===== src/rtl/shared_round_key_buffer.sv =====
// shared_round_key_buffer: captures both shares of each expanded round key and serves them by index with one-cycle latency
// Ports: kx_* fill stream from the key expansion (key0/key1 shares, round index, occupied);
//        rk_req/rk_idx read request -> rk_valid/rk_q0/rk_q1/rk_idx_err one cycle later;
//        buf_ready = full key set stored, fill_err = sticky incomplete-fill flag.
// Optional macro RK_REMASK_EN: adds rk_rnd, XORed into both shares of every valid read.
module shared_round_key_buffer #(
  parameter int KW = 128,
  parameter int CW = 5,
  parameter int NKEYS = 17
) (
  input  logic          clk,
  input  logic          rst,
  input  logic [KW-1:0] kx_key0,
  input  logic [KW-1:0] kx_key1,
  input  logic [CW-1:0] kx_round_cnt,
  input  logic          kx_occupied,
  input  logic          rk_req,
  input  logic [CW-1:0] rk_idx,
`ifdef RK_REMASK_EN
  input  logic [KW-1:0] rk_rnd,
`endif
  output logic          rk_valid,
  output logic [KW-1:0] rk_q0,
  output logic [KW-1:0] rk_q1,
  output logic          rk_idx_err,
  output logic          buf_ready,
  output logic          fill_err
);
  typedef enum logic [1:0] {EMPTY, FILL, READY} state_t;
  localparam logic [CW-1:0] NK = CW'(NKEYS);
  state_t state;
  logic [KW-1:0] mem0 [NKEYS];
  logic [KW-1:0] mem1 [NKEYS];
  logic [NKEYS-1:0] mask, mask_nxt;
  logic [KW-1:0] rm;
  logic entry, wr, rd, idx_ok;
`ifdef RK_REMASK_EN
  assign rm = rk_rnd;
`else
  assign rm = '0;
`endif
  // Any occupied cycle outside FILL is a fill entry; it wins over a same-cycle read.
  always_comb begin
    entry = kx_occupied && state != FILL;
    wr = kx_occupied && kx_round_cnt < NK;
    rd = state == READY && rk_req && !kx_occupied;
    idx_ok = rk_idx < NK;
    mask_nxt = (entry ? '0 : mask) | (wr ? NKEYS'(1) << kx_round_cnt : '0);
  end
  // Key storage is deliberately unreset; the mask alone tracks validity.
  always_ff @(posedge clk)
    if (wr && !rst) begin
      mem0[kx_round_cnt] <= kx_key0;
      mem1[kx_round_cnt] <= kx_key1;
    end
  // Separate read muxes and output registers per share; the same fresh mask goes onto both.
  always_ff @(posedge clk)
    if (rst) begin
      state <= EMPTY;
      mask <= '0;
      buf_ready <= 1'b0;
      fill_err <= 1'b0;
      rk_valid <= 1'b0;
      rk_idx_err <= 1'b0;
      rk_q0 <= '0;
      rk_q1 <= '0;
    end else begin
      mask <= mask_nxt;
      rk_valid <= rd;
      rk_idx_err <= rd && !idx_ok;
      if (rd) begin
        rk_q0 <= idx_ok ? mem0[rk_idx] ^ rm : '0;
        rk_q1 <= idx_ok ? mem1[rk_idx] ^ rm : '0;
      end
      if (entry) begin
        state <= FILL;
        buf_ready <= 1'b0;
        fill_err <= 1'b0;
      end else if (state == FILL && !kx_occupied) begin
        state <= &mask ? READY : EMPTY;
        buf_ready <= &mask;
        fill_err <= ~&mask;
      end
    end
endmodule


===== config.mk =====
export PLATFORM = sky130hd
export DESIGN_NAME = shared_round_key_buffer
export DESIGN_NICKNAME = d
export VERILOG_FILES = /design/src/rtl/shared_round_key_buffer.sv
export SDC_FILE = /design/constraint.sdc
export NUM_CORES = 2
export LEC_CHECK = 0
export BUFFER_PORTS_ARGS = -buffer_cell sky130_fd_sc_hd__buf_2
export CORE_MARGIN = 5
export CORE_UTILIZATION = 55
export CTS_CLUSTER_SIZE = 8
export DETAILED_ROUTE_END_ITERATION = 12
export PLACE_DENSITY = 0.78
export SLEW_MARGIN = 20
export SYNTH_ARGS = -nofsm -noshare
export SYNTH_HDL_FRONTEND = slang
export SYNTH_MEMORY_MAX_BITS = 65536
export SYNTH_SLANG_ARGS = --single-unit

===== constraint.sdc =====
create_clock -name clk -period 39.7 [get_ports clk]
set_input_delay 7.94 -clock clk [delete_from_list [all_inputs] [get_ports clk]]
set_output_delay 7.94 -clock clk [all_outputs]
set_load 0.1 [all_outputs]

==> summary.txt <==
Layout
  – Layout cells sized above 1: 21.7%
  – Synth-to-Final Area Change: 14.9%
  – Final non-filler cell total: 14,504
  – Fin util: 63.3%
  – # nets final: 9,922
  – Finished Cell Area: 203,000 µm²

Synth
  – Syn_nets: 9,105
  – Yosys warnings: 0
  – Yosys reg bits: 4,630
  – Cell variety after synth: 34
  – Mean Syn Cell Area: 20.0 µm²
  – Post-Syn Area: 177,000 µm²
  – Seq/Total Area, Yosys: 77.1%
  – Mapped Cells: 8,833

Clock tree
  – CTS buffer count: 650
  – Post-CTS sizing: 0
  – Clk slew on worst S/H paths: 0.05 ns
  – Max Root-Sink Buffers: 4
  – Setup repair bufs after CTS: 0
  – Clk_lat worst skew: 1.06 ns
  – Clk root buf: clkbuf_16
  – Num Clock Sinks: 4,630
  – CTS tree: done
  – CTS HTree Levels: 6
  – Hold-fix buffers, CTS: 0

Detailed routing
  – Vias: 92,619
  – # DRC: 0
  – Total wire length: 445,000 µm
  – Met3 Wirelength: 45,100 µm
  – Max layer used: met5
  – 1st-iter DRT viols: 11,443
  – WL per Instance: 30.7 µm
  – Routed Antenna Nets: 0
  – DR WL met2: 221,000 µm
  – DR vias/cell: 6.39
  – First-pass iteration count of the detailed router: 6
  – WL met1: 163,000 µm

Timing
  – Max_slew headroom: 7.96%
  – PnR worst setup slack: 26.36 ns
  – RSZ-0062 raised after global routing: false
  – Fin Hold WS: 0.449 ns
  – Period utilisation layout: 33.6%
  – Max frequency: 0.0750 GHz
  – Final setup viols: 0
  – Final hold vios: 0
  – Min Tclk post-route: 13.34 ns
  – Worst-Margin Slew: 1.38 ns
  – Clock skew: 0.0369 ns
  – Slew Limit Fails: 0
  – Setup TNS: 0 ns

Floorplan
  – Die Y: 577 µm
  – Initial Util: 55.1%
  – Core area: 320,000 µm²
  – # IOs: 530
  – Die area: 333,000 µm²
  – Std cell rows: 208
  – Die Wd: 577 µm

Min path
  – HP Class: reg -> reg

Placement
  – Area post-placement: 184,000 µm²
  – HPWL after DPL: 217,000 µm
  – # placed instances: 13,303
  – IO Port Bufs: 529
  – Pre-CTS setup slack: 25.49 ns
  – RePlAce Congestion: 0.746

Power
  – Reg power frac: 49.4%
  – Pwr/cell area: 53.8 nW/µm²
  – Comb power frac: 3.6%
  – Leak: 68.6 nW
  – Switching pwr: 2.32 mW
  – Int Power: 8.59 mW
  – Sw Ratio: 21.3%
  – Maximum VDD drop: 0.0569 mV
  – Total power: 10.9 mW
  – Clk pwr share: 47.1%

GRT
  – Initial antenna violation count: 122
  – First-pass GRT wire length: 646,000 µm
  – Largest net degree at the start of global routing: 129
  – Number of global-route vias before repair: 96,055
  – Total gr overflow: 0
  – GR Util All Layers: 26.3%

Setup path
  – Crit end category: flop
  – Crit path arrival time: 14.21 ns
  – Worst path required time: 40.57 ns
  – Worst-path cell chain: buf_12, buf_12, buf_4, buf_4, buf_12, buf_4, mux4_2, nor2b_1, a211oi_1, o41ai_2
  – Slowest cell on crit path: buf_4
  – Crit-path max FO: 128
  – CP startpoint kind: input pin
  – Slowest stage delay, CP: 0.89 ns
  – Critical setup path kind: in -> reg

Run
  – Maxcap violations: 0

Outcome
  – Status: finished, final reports clean
-- worst max-delay path: cells and delay by family --
| family | cells | cell delay, ns |
|---|---|---|
| buf+inv | 6 | 4.25 |
| mux | 1 | 0.61 |
| compound gates | 2 | 0.47 |
| simple gates | 1 | 0.16 |
-- sequential cells by signal (all words and copies together) (netlist names) --
name	flops
rk_idx_err	1
mem0	2176
fill_err	1
rk_q0	128
mask	17
buf_ready	1
state	1
rk_valid	1
mem1	2176
rk_q1	128
-- kinds of logic (layout without fill, tap and decap cells) --
logic type | count (synthesis) | after routing | share of synthesized area, %
fa+ha+maj | 2 | 2 | 0.0142
other cells | 0 | 76 | 0
buf+inv | 545 | 1835 | 1.63
simple gates | 819 | 819 | 2.51
mux | 1537 | 1537 | 12.3
flops | 4630 | 4630 | 77.1
compound gates | 1300 | 1300 | 6.37
-- cell usage after synthesis --
library cell     n  area share [%]
a211oi_1       256             1.1
a21boi_0         1          0.0043
a21o_1          17           0.072
a21oi_1        256            0.73
a22oi_1        512             2.2
and2_1           1          0.0035
and3_1           1          0.0035
and3b_1          1          0.0050
and4_1           1          0.0050
and4bb_2         1          0.0071
buf_1           37           0.079
buf_2          104            0.29
buf_4           68            0.29
buf_6           58            0.37
clkbuf_1       273            0.58
clkbuf_2         1          0.0028
clkbuf_4         2          0.0085
dfxtp_1        278             3.2
edfxtp_1      4352              74
ha_1             2           0.014
inv_1            2          0.0043
mux2i_1       1025             5.8
mux4_2         512             6.5
nand2_1        263            0.56
nand2b_1         5           0.018
nand4_1          4           0.014
nor2_1          18           0.038
nor2b_1        516             1.8
nor3_1           4           0.011
nor3b_1          3           0.013
o211a_1          1          0.0057
o41ai_1         16           0.079
o41ai_2        241             2.2
or2_2            1          0.0035
-- layout by cell type, fill, tap and decap left out, types with 3 or more instances in the layout --
cell,count
clkbuf_16,652
mux4_2,512
a21o_1,17
buf_12,21
clkbuf_1,414
a21oi_1,256
nand2_1,262
o41ai_2,241
nor2_1,3
a22oi_1,512
buf_8,3
edfxtp_1,4352
dfxtp_1,278
nor2b_1,514
buf_4,157
clkinv_8,9
o41ai_1,16
clkinv_16,21
a211oi_1,256
buf_2,525
nor3_2,3
inv_6,5
inv_16,20
nor2_4,14
diode_2,76
mux2i_1,1025
nand4_1,4
nand2b_1,4
-- routing by layer --
| layer | track usage (%) | up-vias |
|---|---|---|
| met5 | 0 | - |
| met4 | 10.7 | 52 |
| met3 | 6.20 | 990 |
| met2 | 43.3 | 5406 |
| met1 | 34.2 | 48179 |
| li1 | - | 37992 |
-- path summary, 6_finish.rpt --
check	cells past startpoint	slack [ns]	endpoint	from
max	10	26.36	rk_q1[13]	rk_idx[0]
min	1	0.45	mask[2]	mask[2]
max reg2reg	8	35.26	rk_q0[109]	state[0]
min reg2reg	1	0.45	mask[2]	mask[2]
-- cell type report --
| class | instances | area (µm²) |
|---|---|---|
| Inverter | 2 | 7.51 |
| Clock buffer | 1067 | 17900 |
| Antenna cell | 76 | 190 |
| Sequential cell | 4630 | 136000 |
| Fill cell | 20464 | 117000 |
| Multi-Input combinational cell | 3658 | 37700 |
| Timing Repair Buffer | 708 | 4290 |
| Tap cell | 4305 | 5390 |
| Clock inverter | 58 | 1240 |
-- power by group through the flow --
stage / logic [mW] / registers [mW] / clock network (mW)
after detailed placement: 0.384 / 5.48 / 0
after CTS: 0.388 / 5.38 / 5.18
after global routing: 0.413 / 5.38 / 5.43
after global placement: 0.370 / 5.47 / 0
final: 0.390 / 5.38 / 5.13
after floorplan: 0.237 / 5.49 / 0
Power figures use the tool's default switching activity.
